<file path="src/rtl/fish_bite_timer_pkg.sv">
// Shared game package: FSM state encodings and time-base constants.
package fish_bite_timer_pkg;

    // Round FSM states; encodings are fixed so debug probes stay stable.
    typedef enum logic [1:0] {
        StIdle = 2'd0,
        StWait = 2'd1,
        StBite = 2'd2,
        StDone = 2'd3
    } state_e;

    // Default time base: one Tick per millisecond from a 50 MHz system clock.
    localparam int unsigned DefaultClkHz   = 50_000_000;
    localparam int unsigned DefaultTickHz  = 1_000;
    localparam int unsigned DefaultTickDiv = DefaultClkHz / DefaultTickHz;

    // Start is only honoured between rounds.
    function automatic logic is_armable(input state_e s);
        return (s == StIdle) || (s == StDone);
    endfunction

endpackage

</file>
<file path="src/rtl/fish_bite_timer_rise_detect.sv">
// Rising-edge detector for the debounced reel button.
module rise_detect (
    input  logic CLK,
    input  logic RST,
    input  logic In,
    output logic Pulse
);

    logic prev_q;

    // History resets high so a button held through reset is not an edge.
    always_ff @(posedge CLK) begin
        if (RST) begin
            prev_q <= 1'b1;
        end else begin
            prev_q <= In;
        end
    end

    assign Pulse = In & ~prev_q;

endmodule

</file>
<file path="src/rtl/fish_bite_timer.sv">
// Fishing mini-game round timer: random delay, bite window, result flags.
module fish_bite_timer
    import fish_bite_timer_pkg::*;
#(
    parameter int unsigned WIDTH = 16
) (
    input  logic             CLK,
    input  logic             RST,
    input  logic             Start,
    input  logic             Reel,
    input  logic             Tick,
    input  logic [WIDTH-1:0] RandIn,
    input  logic [WIDTH-1:0] Window,
    output logic             RandRun,
    output logic             Bite,
    output logic             Caught,
    output logic             Missed,
    output logic             Early,
    output logic             Busy,
    output logic [WIDTH-1:0] Remain
);

    state_e           state_q;
    logic [WIDTH-1:0] delay_cnt_q;
    logic [WIDTH-1:0] win_cnt_q;
    logic             reel_edge;
    logic [WIDTH-1:0] delay_load;
    logic [WIDTH-1:0] win_load;

    rise_detect u_reel_edge (
        .CLK   (CLK),
        .RST   (RST),
        .In    (Reel),
        .Pulse (reel_edge)
    );

    // A zero length would never expire, so it is treated as one Tick.
    assign delay_load = (RandIn == '0) ? WIDTH'(1) : RandIn;
    assign win_load   = (Window == '0) ? WIDTH'(1) : Window;

    // Round FSM with all outputs registered alongside the state.
    always_ff @(posedge CLK) begin
        if (RST) begin
            state_q     <= StIdle;
            delay_cnt_q <= '0;
            win_cnt_q   <= '0;
            RandRun     <= 1'b0;
            Bite        <= 1'b0;
            Caught      <= 1'b0;
            Missed      <= 1'b0;
            Early       <= 1'b0;
            Busy        <= 1'b0;
            Remain      <= '0;
        end else begin
            RandRun <= 1'b0;
            case (state_q)
                StIdle, StDone: begin
                    if (is_armable(state_q) && Start) begin
                        delay_cnt_q <= delay_load;
                        Remain      <= delay_load;
                        Caught      <= 1'b0;
                        Missed      <= 1'b0;
                        Early       <= 1'b0;
                        RandRun     <= 1'b1;
                        Busy        <= 1'b1;
                        state_q     <= StWait;
                    end
                end
                StWait: begin
                    // Reeling before the bite beats a same-cycle Tick.
                    if (reel_edge) begin
                        Early       <= 1'b1;
                        Busy        <= 1'b0;
                        Remain      <= '0;
                        delay_cnt_q <= '0;
                        state_q     <= StDone;
                    end else if (Tick) begin
                        if (delay_cnt_q <= WIDTH'(1)) begin
                            delay_cnt_q <= '0;
                            win_cnt_q   <= win_load;
                            Remain      <= win_load;
                            Bite        <= 1'b1;
                            state_q     <= StBite;
                        end else begin
                            delay_cnt_q <= delay_cnt_q - WIDTH'(1);
                            Remain      <= delay_cnt_q - WIDTH'(1);
                        end
                    end
                end
                StBite: begin
                    // A catch on the expiring Tick still counts as a catch.
                    if (reel_edge) begin
                        Caught    <= 1'b1;
                        Bite      <= 1'b0;
                        Busy      <= 1'b0;
                        Remain    <= '0;
                        win_cnt_q <= '0;
                        state_q   <= StDone;
                    end else if (Tick) begin
                        if (win_cnt_q <= WIDTH'(1)) begin
                            Missed    <= 1'b1;
                            Bite      <= 1'b0;
                            Busy      <= 1'b0;
                            Remain    <= '0;
                            win_cnt_q <= '0;
                            state_q   <= StDone;
                        end else begin
                            win_cnt_q <= win_cnt_q - WIDTH'(1);
                            Remain    <= win_cnt_q - WIDTH'(1);
                        end
                    end
                end
                default: begin
                    state_q <= StIdle;
                end
            endcase
        end
    end

endmodule

</file>
<file path="config.mk">
export PLATFORM = sky130hd
export DESIGN_NAME = fish_bite_timer
export DESIGN_NICKNAME = d
export VERILOG_FILES = /design/src/rtl/fish_bite_timer_pkg.sv /design/src/rtl/fish_bite_timer_rise_detect.sv /design/src/rtl/fish_bite_timer.sv
export SDC_FILE = /design/constraint.sdc
export NUM_CORES = 1
export LEC_CHECK = 0
export BUFFER_PORTS_ARGS = -buffer_cell sky130_fd_sc_hd__buf_2
export CORE_ASPECT_RATIO = 1.1
export CORE_MARGIN = 3
export CORE_UTILIZATION = 45
export CTS_BUF_LIST = sky130_fd_sc_hd__clkbuf_8 sky130_fd_sc_hd__clkbuf_16
export CTS_CLUSTER_SIZE = 8
export DETAILED_ROUTE_END_ITERATION = 16
export PLACE_DENSITY = 0.63
export RECOVER_POWER = 25
export SLEW_MARGIN = 20
export SYNTH_ARGS = -nofsm -noshare
export SYNTH_HDL_FRONTEND = slang
export SYNTH_SLANG_ARGS = --single-unit
</file>
<file path="constraint.sdc">
create_clock -name CLK -period 4 [get_ports CLK]
set_input_delay 1 -clock CLK [delete_from_list [all_inputs] [get_ports CLK]]
set_output_delay 1 -clock CLK [all_outputs]
set_load 0.02 [all_outputs]
</file>
* Yosys cells after proc, flatten, opt, wreduce, memory -nomap -nowiden
Cells that the tools add are included.
** Operators by class
- Add/subtract/negate cells :: 2
- $mul :: 0
- Divide/modulo/power cells :: 0
- Magnitude comparators :: 2
- Equal/unequal tests :: 16
- Shifts and indexed selects :: 0
- Mux-type cells :: 45
- Bitwise operators :: 3
- Reductions and logical operators :: 19
** Operator list (number)
- 2-to-1 mux 16 bit :: 15
- case mux 16 bit (2 select lines) :: 2
- case mux 16 bit (3 select lines) :: 1
- less-or-equal comparator 16 x 1 -> 1 bit, second input constant :: 2
- logical NOT 16 bit :: 2
- subtractor 16 x 1 -> 16 bit, second input constant :: 2
- inequality test 2 bit, second input constant :: 9
- AND reduction 5 bit :: 3
- 2-to-1 mux 1 bit :: 14
- 2-to-1 mux 2 bit :: 7
- inequality test 3 bit, second input constant :: 4
- AND reduction 3 bit :: 4
- case mux 1 bit (2 select lines) :: 4
- case mux 2 bit (3 select lines) :: 1
- AND reduction 6 bit :: 1
- nonzero test 2 bit :: 3
- == test 2 bit, second input constant :: 2
- AND reduction 4 bit :: 1
- OR reduction 2 bit :: 2
- case mux 1 bit (3 select lines) :: 1
- == test 2 x 1 -> 1 bit, second input constant :: 1
- logical NOT 2 bit :: 1
- NOT 1 bit :: 2
- AND 1 bit :: 1
- 2 further kinds :: 2
** Word-level totals
- Bits in registers :: 57
- Latch bits :: 0
- Memory bits (writable) :: 0
- Bits in read-only memories :: 0
- Input bits :: 37
- Output and inout bits :: 22
- Word-level logic and storage cells :: 98
- Memories kept :: 0

* Depth between registers and ports, before layout
- Word-level depth :: 6
- Mapped depth :: 11
- Mapped depth without buffers :: 8

* Modules after synthesis
A second synthesis with hierarchy kept.
** Unflattened totals
- Cells, all modules :: 491
- Area total of the unflattened synthesis :: 3886.2 µm²
** Modules (own cells, without submodules)
- fish_bite_timer :: times used 1, cells each 488, area each 3853.7 µm², sequential area each 1121.1 µm²
- rise_detect :: times used 1, cells each 3, area each 32.5 µm², sequential area each 20.0 µm²

* Least setup slack after synthesis
OpenSTA, ideal clock, no wires.
- Path type :: input -> register
- Start :: input port Reel
- End :: register Remain[9]
- Arrival :: 2.429 ns
- Required time :: 3.908 ns
- Path slack :: 1.479 ns
- Stages on the path :: 5
- Cells stage by stage :: nand2b_1 -> a32oi_1 -> or3b_1 -> clkbuf_1 -> o32ai_1
** On the way
- Longest elaborated chain between the ends :: 3
- Elaborated cells on any way between the ends :: 7
- Classes of those cells :: eq/ne: 2; mux: 3; bitwise: 1; reduce/logical: 1
** RTL lines
- start: declaration :: RTL line fish_bite_timer.sv:10 : input logic Reel,
- AND 1 bit (*) :: RTL line fish_bite_timer_rise_detect.sv:20 : assign Pulse = In & ~prev_q;
- inequality test 3 bit (no source line), or another cell as far along
- AND reduction 3 bit (no source line) or case mux 16 bit (3 select lines) (tied branches)
- end signal: assignment :: RTL line fish_bite_timer.sv:60 : Remain <= delay_load;
- end signal: assignment :: RTL line fish_bite_timer.sv:81 : Remain <= win_load;
- end signal: assignment :: RTL line fish_bite_timer.sv:86 : Remain <= delay_cnt_q - WIDTH'(1);
- end: declaration :: RTL line fish_bite_timer.sv:20 : output logic [WIDTH-1:0] Remain
Mark *: on every way between the ends. The rest lies on a longest branch, timed or not.
A chain may end at the register's enable or synchronous reset.

* Final worst setup path
- Start :: register state_q[0]
- End :: register win_cnt_q[2]
** On the way
- Longest elaborated chain between the ends :: 3
- Elaborated cells on any way between the ends :: 9
- Classes of those cells :: eq/ne: 6; mux: 1; reduce/logical: 2
** RTL lines
- start: declaration :: RTL line fish_bite_timer.sv:23 : state_e state_q;
- start signal: assignment :: RTL line fish_bite_timer.sv:44 : state_q <= StIdle;
- start signal: assignment :: RTL line fish_bite_timer.sv:66 : state_q <= StWait;
- start signal: assignment :: RTL line fish_bite_timer.sv:76 : state_q <= StDone;
- == test 2 bit or == test 2 x 1 -> 1 bit (tied branches) :: RTL line fish_bite_timer.sv:56 : case (state_q)
- inequality test 3 bit (no source line), or another cell as far along
- AND reduction 5 bit (no source line)
- end signal: assignment :: RTL line fish_bite_timer.sv:80 : win_cnt_q <= win_load;
- end signal: assignment :: RTL line fish_bite_timer.sv:108 : win_cnt_q <= win_cnt_q - WIDTH'(1);
- end: declaration :: RTL line fish_bite_timer.sv:25 : logic [WIDTH-1:0] win_cnt_q;
Several ways; a longest one is shown, not always the timed one.

==> impl_metrics.toml <==
[global_route]
antenna_found_initial = 0
grt_overflow_total = 0
grt_use_total_pct = 26.2
grt_max_degree = 42
grt_pass1_vias = 3665
grt_pass1_wl_um = 19200

[pwr]
powerDensity_nw_per_um2 = 864
p_total_w = 0.00359
ir_drop_mv = 0.361
p_leak_nw = 1.58

[cells_and_area]
nets = 573
area_delta_synth_final_pct = 13.4
drive_gt1_share_pct = 15.1
fin_cells = 640
n_antenna_cell = 0

[yosys]
syn_inst = 484
synth_common_cells = "57 x dfxtp_1, 55 x nor2_1, 43 x a21oi_1"
synth_fp_nets = 527
synth_top_area_share_pct = 31.1
yosysMostFrequentCell = "dfxtp_1"
yosysTopAreaCell = "dfxtp_1"
synth-async-reset-ratio_pct = 0
synth_area_um2 = 3660
synth_edf_count = 0
yosysSeqAreaShare_pct = 31.1
avgSynthCellArea_um2 = 7.57
yosysUniqueCellTypes = 60
synth_flop_cell = "dfxtp_1"
ys_ff_latch = 57
yosysWarnings = 0
yosys-top-cells-area = "dfxtp_1 31%, a21oi_1 5.9%, nor2_1 5.6%"

[sta]
max_slew_margin_pct = -37.8
setup_viol = 0
min_period_ns = 3.11
drv_slew = 42
tightest_slew_ns = 2.07
fin_tns_setup_ns = 0
hold_viol_final = 0
fmax_ghz = 0.322
fin_crit_sh_pct = 77.7
skew_ns = 0.00725
rsz0062_at_grt = "no"

[clocking]
cts.sinks = 57
cts_hold_buf = 0
root_buffer = "clkbuf_8"
clock_path_buffers = 2
clock_latency_ns = 0.35
ctsResizeCount = 0
path_clk_slew_ns = 0.07
cts_tree = "built"
htreeDepth = 3
post_cts.repair.setup_buffers = 0
numCtsBuffers = 9

[setup_path]
worstPathArrival_ns = 3.36
timing.rr.start = "state_q[0]"
worst_ep_required_time_ns = 4.25
critical_path_class = "flop to flop"
ff2ff_path_depth = 6
r2r-end = "win_cnt_q[2]"
end_kind = "flop"
critPathLaunch = "state_q[0]"
cp-start-kind = "flop"
ff2ff_setup_slack_ns = 0.89
critPathMaxFanout = 24

[run_status]
violations = "max-capacitance violations, max-slew violations"
status = "complete, but fails checks"

[placed_design]
dp.cells = 624
gp_congestion = 0.932
dp.final_hpwl_um = 8590
io_buffers = 58

[worst_hold_path]
worstHoldStart = "Remain[13]"
hold_end = "Remain[13]"
holdPathStages = 2
hold_class = "flop to flop"

[floorplan]
num_io_pins = 59
die_area_um2 = 9260
die_w_um = 92.0
dieHeight_um = 101
initial_core_util_pct = 47.7
core_area_um2 = 7680
row_count = 33

[drt]
vias_per_cell = 6.04
wl_um = 11700
detail_route.iter0.violations = 228
wl_per_cell_um = 18.3
drc_errors = 0
antenna_left = 0
vias = 3865
firstDrtPassIters = 5

[job]
cap_violations = 1
-- power by group --
part | internal (W) | switching [W] | total (W)
clock | 0.000251 | 0.000235 | 0.000485
combinational | 0.000807 | 0.00136 | 0.00216
sequential | 0.000756 | 0.000186 | 0.000942
-- logic make-up (layout without fill, tap and decap cells) --
| family | after synthesis | after routing | share of synthesized area, % |
|---|---|---|---|
| multiplexers | 6 | 6 | 1.74 |
| flip-flops | 57 | 57 | 31.1 |
| adder cells (fa/ha/maj) | 6 | 6 | 2.05 |
| XOR/XNOR | 20 | 20 | 4.78 |
| buffers and inverters | 49 | 100 | 6.04 |
| AO/OA/AOI/OAI | 150 | 150 | 26.8 |
| AND/OR/NAND/NOR | 196 | 196 | 27.4 |
-- state kept, by name (all words and copies together) (netlist names) --
register	count
Bite	1
Busy	1
Caught	1
Early	1
Missed	1
RandRun	1
Remain	16
delay_cnt_q	16
state_q	2
u_reel_edge.prev_q	1
win_cnt_q	16
-- critical path, stage by stage (launching register included) --
cell,delay (ns)
dfxtp_1,0.35
ha_1,0.73
and2_0,0.41
and3_1,0.59
a21o_1,0.58
o21ai_0,0.20
a21oi_1,0.16
-- worst max-delay path by stage --
stage / endpoint / slack [ns] / depth (start not counted)
3_3_place_gp: win_cnt_q[10] / 0.88 / 7
5_1_grt: win_cnt_q[2] / 0.66 / 6
2_1_floorplan: Remain[9] / 1.48 / 5
3_5_place_dp: win_cnt_q[2] / 0.80 / 7
4_1_cts: win_cnt_q[2] / 0.94 / 6
6_report: win_cnt_q[2] / 0.89 / 6
-- through the flow --
stage          hold WS, ns  utilization [%]  cell area (um2)  worst slack, ns
5_1_grt              0.488             54.1             4160            0.659
2_1_floorplan        0.478                -             3660             1.48
4_1_cts              0.460             54.4             4180            0.938
3_5_place_dp         0.445             52.2             4010            0.801
3_3_place_gp         0.443             52.2             4010            0.884
6_report             0.465             54.1             4160            0.894
-- placed cells by master, fill, tap and decap left out, types with 4 or more instances in the layout --
cell,n
dfxtp_1,57
nor2_1,55
a21oi_1,43
buf_2,41
nand2_1,32
o21ai_0,31
nor3_1,29
a211oi_1,23
nor2b_1,20
clkbuf_1,18
inv_1,16
nor4_1,15
nand3_1,13
xor2_1,11
clkbuf_8,11
buf_4,11
o31ai_1,10
xnor2_1,9
nand2b_1,8
a221oi_1,8
ha_1,6
a2111oi_0,5
o41ai_1,4
-- routing by layer --
metal	global-route usage, %	wire length, um	up-vias
met3	4.63	688	32
met5	0	0	-
met4	11.7	381	0
met1	34.8	5230	1822
li1	-	-	1869
met2	41.6	5430	142
-- final cells by class --
cell class,count,area [um2]
fillers,795,3520
multi-input cells,378,2300
flip-flops and latches,57,1140
repair buffers,70,355
clock buffers,11,151
well taps,105,131
inverters,14,52.6
clock inverters,5,22.5
Power figures use the tool's default switching activity.
